**src/rtl/demux_1x8_nbit_reg.sv**
```systemverilog
// Registered 1-to-8 demultiplexer.
// One n-bit word per cycle is steered into one of eight holding registers.
// The destination comes either from an explicit select or from an internal
// pointer that advances after every auto-mode write.
// Every output is a register, so there is no combinational path from x,
// select or load to any output.
module demux_1x8_nbit_reg #(
  parameter int n = 6
) (
  input  logic         clk,
  input  logic         reset_n,
  input  logic [n-1:0] x,
  input  logic [2:0]   select,
  input  logic         load,
  input  logic         auto,
  input  logic         clear,
  output logic [n-1:0] y0,
  output logic [n-1:0] y1,
  output logic [n-1:0] y2,
  output logic [n-1:0] y3,
  output logic [n-1:0] y4,
  output logic [n-1:0] y5,
  output logic [n-1:0] y6,
  output logic [n-1:0] y7,
  output logic [7:0]   updated,
  output logic [2:0]   ptr
);

  logic [n-1:0] channel_q [8];
  logic [n-1:0] channel_d [8];
  logic [7:0]   updated_q;
  logic [7:0]   updated_d;
  logic [2:0]   ptr_q;
  logic [2:0]   ptr_d;
  logic [2:0]   destination;

  // Pick the write target: the pointer in auto mode, otherwise the explicit select.
  always_comb begin
    destination = auto ? ptr_q : select;
  end

  // Next-state logic: clear beats load; an idle cycle holds data and drops the update pulse.
  always_comb begin
    for (int k = 0; k < 8; k++) begin
      channel_d[k] = channel_q[k];
    end
    updated_d = 8'h00;
    ptr_d     = ptr_q;
    if (clear) begin
      for (int k = 0; k < 8; k++) begin
        channel_d[k] = '0;
      end
      ptr_d = 3'd0;
    end else if (load) begin
      channel_d[destination] = x;
      updated_d              = 8'h01 << destination;
      if (auto) begin
        ptr_d = ptr_q + 3'd1;
      end
    end
  end

  // State registers with a synchronous active-low reset that overrides everything else.
  always_ff @(posedge clk) begin
    if (!reset_n) begin
      for (int k = 0; k < 8; k++) begin
        channel_q[k] <= '0;
      end
      updated_q <= 8'h00;
      ptr_q     <= 3'd0;
    end else begin
      for (int k = 0; k < 8; k++) begin
        channel_q[k] <= channel_d[k];
      end
      updated_q <= updated_d;
      ptr_q     <= ptr_d;
    end
  end

  assign y0      = channel_q[0];
  assign y1      = channel_q[1];
  assign y2      = channel_q[2];
  assign y3      = channel_q[3];
  assign y4      = channel_q[4];
  assign y5      = channel_q[5];
  assign y6      = channel_q[6];
  assign y7      = channel_q[7];
  assign updated = updated_q;
  assign ptr     = ptr_q;

endmodule

```
**config.mk**
```make
export PLATFORM = sky130hd
export DESIGN_NAME = demux_1x8_nbit_reg
export DESIGN_NICKNAME = d
export VERILOG_FILES = /design/src/rtl/demux_1x8_nbit_reg.sv
export SDC_FILE = /design/constraint.sdc
export NUM_CORES = 1
export LEC_CHECK = 0
export CAP_MARGIN = 20
export CORE_UTILIZATION = 40
export DETAILED_ROUTE_END_ITERATION = 10
export DONT_BUFFER_PORTS = 1
export GPL_ROUTABILITY_DRIVEN = 0
export MAX_ROUTING_LAYER = met4
export PLACE_DENSITY = 0.53
export SKIP_LAST_GASP = 1
export SYNTH_ARGS = -nofsm -noshare
export SYNTH_HDL_FRONTEND = slang
export SYNTH_SLANG_ARGS = --single-unit
export TNS_END_PERCENT = 100
```
**constraint.sdc**
```tcl
create_clock -name clk -period 4.1 [get_ports clk]
set_clock_uncertainty 0.15 [all_clocks]
set_input_delay 0.205 -clock clk [delete_from_list [all_inputs] [get_ports clk]]
set_output_delay 0.205 -clock clk [all_outputs]
set_load 0.02 [all_outputs]
```
# After elaboration in Yosys (flattened, before gate mapping)

Memory sizes are Yosys's and may differ from the RTL's.
Cells that the tools add are included.

Add/subtract/negate cells: 1
Magnitude comparators: 2
Shift-type cells: 1
Muxes and demuxes: 16
Bitwise operators: 11
Reductions and logical operators: 4

Operators with widths:

| operator            | count |
|---|---|
| $mux 48             | 2 |
| $mux 6              | 9 |
| $bwmux 48           | 1 |
| $demux 6 s3         | 1 |
| $or 1x1->1          | 8 |
| $shl 1x3->8 const A | 1 |
| $ge 4x4->1 const B  | 1 |
| $lt 4x1->1 const B  | 1 |
| $not 3->4           | 1 |
| $add 3x1->3 const B | 1 |
| $mux 3              | 1 |
| $reduce_or 3->1     | 1 |
| $mux 1              | 2 |
| $not 1->1           | 2 |
| $reduce_and 2->1    | 1 |
| $reduce_or 2->1     | 1 |
| $logic_and 1x1->1   | 1 |

Bits in registers: 11
Bits in writable memories: 48
Bits of input ports: 14
Output and inout port bits: 59
Word-level logic and storage cells: 38
Memories kept: 1

Memory list:

| name      | depth | width | read ports | clocked after memory_dff | write ports | RTL line | text |
|---|---|---|---|---|---|---|---|
| channel_q | 8     | 6     | 8          | 0                        | 8           | 29       | `logic [n-1:0] channel_q [8];` |

# Logic depth before layout (Yosys ltp)

Word-level depth: 10
Gate-level depth with buffers: 5
Mapped depth without buffers: 4

# Least setup slack after synthesis

No wires, ideal clock.

Kind: register to register
From: reg ptr_q[1] (netlist: ptr[1])
To: mem channel_q[4][0] (netlist: channel_q[0][24])
Setup time: 0.072 ns
Data arrival time: 1.339 ns
Data required time: 3.878 ns
Slack: 2.540 ns
Stages on the path, launching flop included: 4
Buffers on the path: 0
Clock period less this slack: 1.560 ns
Path through: dfxtp_1 > and3b_4 > o211ai_4 > mux2i_1

RTL lines:

| what                   | RTL line | text |
|---|---|---|
| start, declared        | 33       | `logic [2:0] ptr_q;` |
| start signal, assigned | 76       | `ptr_q <= ptr_d;` |
| end, declared          | 29       |  |

# Final worst setup path

From: in load
To: reg ptr_q[1] (netlist: ptr[1])

Cells in the longest elaborated chain, start to end: 1

RTL lines:

| what                              | RTL line | text |
|---|---|---|
| start, declared                   | 14       | `input logic load,` |
| $reduce_and 2->1 (no source line) | n/a      |  |

Every way passes these cells.
A chain may end at the register's enable or synchronous reset.

==> reports/metrics.yaml <==
outcome:
  status: "complete, no violations"
placement:
  portBuffers: 0
  dpl_cell_area_sq_mm: 0.00245
  dp_hpwl_um: 3670
worst_setup_path:
  worst_ep_arrival_time_ps: 2700
  crit_type: "in2reg"
  cp-end-kind: "flop"
  cp.required_ps: 4230
  start_kind: "primary input"
  worst-path-max-fanout: 12
grt:
  grt_pass1_wl_um: 8640
  grt_overflow: 0
  grt_pass1_vias: 1634
  antenna_found_initial: 0
  grt_max_degree: 44
  grt_usage: 0.194
power:
  power_density_mw_per_mm2: 434
  ir_drop_uv: 222
  leakage_nw: 1.23
  power_mw: 1.19
synthesis:
  syn_nets: 236
  synth_warnings: 0
  synth-seq-cells: 59
  syn_inst: 221
  avgSynthCellArea_sq_um: 10.8
  synth-seq-area-share: 0.493
  syn_area_sq_mm: 0.00240
  synth_cell_types: 28
drt:
  drc: 0
  antenna_left: 0
  drt_pre_antenna_iters: 4
  vias: 1622
  dr.first_iter.drc_count: 61
  via_per_inst: 5.25
  wl_per_cell_um: 17.5
  routed_wl_um: 5390
cells_and_area:
  drive_gt1_frac: 0.152
  layout_commonest_cell: "dfxtp_1"
  layout_common_cells: "dfxtp_1 (59), nand2_1 (56), mux2i_1 (48), nor2_1 (11), clkbuf_8 (9)"
  diodes: 0
  final-seq-area_sq_mm: 0.00118
  finalNetCount: 247
  num-fill-cells: 530
  synthToLayoutAreaGrowth_pct: 14.0
  multiInputGateArea_sq_mm: 0.00116
  final_cell_area_sq_mm: 0.00273
timing:
  rsz0062_at_grt: "no"
  layout_min_cycle_time_ps: 2570
  hold_viol_final: 0
  finalSetupTns_ps: 0
  slew_viol_final: 0
  min_period_over_period: 0.626
  setup_viol: 0
  maxSlewHeadroom: 0.390
  fmax_mhz: 390
  worstMarginPinSlew_ps: 912
clock_tree:
  h-tree-depth: 3
  clock-root-buffer: "clkbuf_8"
  cts_buffer_depth: 2
  clkSinkCount: 59
  clk_latency_ps: 330
  cts-buffers-inserted: 9
  cts_tree: "done"
  path_clk_slew_ps: 70
  postCtsSetupBuffers: 0
floorplanning:
  die_x_um: 79.4
  die_y_um: 79.4
  start_util: 0.425
  num_rows: 27
  die_area_sq_mm: 0.00631
  core_sq_mm: 0.00564
  pin_count: 73
run:
  drv_cap: 0
min_path:
  hold_class: "in2reg"
[power breakdown]
| group | total (mW) | internal (mW) | switching, mW |
|---|---|---|---|
| combinational | 0.0644 | 0.0252 | 0.0393 |
| sequential | 0.588 | 0.578 | 0.0102 |
| clock | 0.533 | 0.283 | 0.250 |
| total | 1.19 | 0.886 | 0.299 |
[cells by family (layout without fill, tap and decap cells)]
kind of cell | count (synthesis) | in the layout | synth area share
buffers and inverters | 13 | 29 | 0.0266
muxes | 51 | 51 | 0.222
DFF | 59 | 59 | 0.493
and+or+nand+nor | 82 | 82 | 0.162
xor gates and xnor gates | 2 | 2 | 0.00731
adders and majority gates | 1 | 1 | 0.00522
AOI/OAI and AO/OA | 13 | 13 | 0.0840
[final timing paths]
path	startpoint	to	slack, ps	depth (start not counted)
max	load	ptr[1]	1530	5
min	load	channel_q[0][9]	50	2
max reg2reg	ptr[1]	ptr[1]	1610	5
min reg2reg	channel_q[0][44]	channel_q[0][44]	410	2
[worst max-delay path, stage by stage]
cell and delay (ps):
dlygate4sd3_1 1110, nand3_1 130, dlygate4sd3_1 590, a21oi_1 110, dlygate4sd3_1 540
[registers in the layout (all words and copies together) (netlist names)]
register	cells
channel_q	48
updated	8
ptr	3
[area by class of cell]
type | count | share of cell area
Clock inverter | 7 | 0.0279
Sequential cell | 59 | 0.432
Inverter | 4 | 0.00549
Tap cell | 72 | 0.0330
Timing Repair Buffer | 9 | 0.0320
Multi-Input combinational cell | 149 | 0.424
Clock buffer | 9 | 0.0453
[per-stage QoR]
stage	util	setup WS, ps	hold slack, ps	std cells
5_1_grt	0.485	1420	43.8	309
3_5_place_dp	0.435	2090	229	285
2_1_floorplan	-	2540	204	221
4_1_cts	0.485	1530	36.2	309
6_report	0.485	1530	45.3	309
3_3_place_gp	0.435	2200	220	285
[repair_timing]
action                                 in CTS  in global routing
resized for setup                           0                  0
endpoints found under the hold margin      45                  0
hold buffers                                8                  0
[cell usage after synthesis]
cell,count,area share
xor2_1,1,0.0037
mux2i_1,48,0.20
nor3b_2,2,0.010
nor2b_1,2,0.0052
dfxtp_1,59,0.49
and3b_1,2,0.0073
buf_2,3,0.0063
and3_2,1,0.0031
buf_4,1,0.0031
mux2_4,2,0.013
inv_1,4,0.0063
nand2_1,56,0.088
nor3_2,1,0.0042
o211ai_4,7,0.062
or3_4,1,0.0047
buf_6,1,0.0047
xnor2_1,1,0.0037
nand3_1,3,0.0063
nor2_1,11,0.017
ha_1,1,0.0052
a21oi_1,1,0.0021
and3b_4,1,0.0052
a32oi_1,4,0.015
nor3b_4,1,0.0078
mux2i_4,1,0.0094
clkbuf_1,4,0.0063
nand2b_1,1,0.0026
o211ai_2,1,0.0052
[layer usage]
metal | GRT usage | part of all wire
met1 | 0.226 | 0.43
met2 | 0.283 | 0.46
met5 | - | 0
met4 | 0.0891 | 0.011
met3 | 0.0903 | 0.097
No activity file was read; power rests on OpenSTA's default activity.
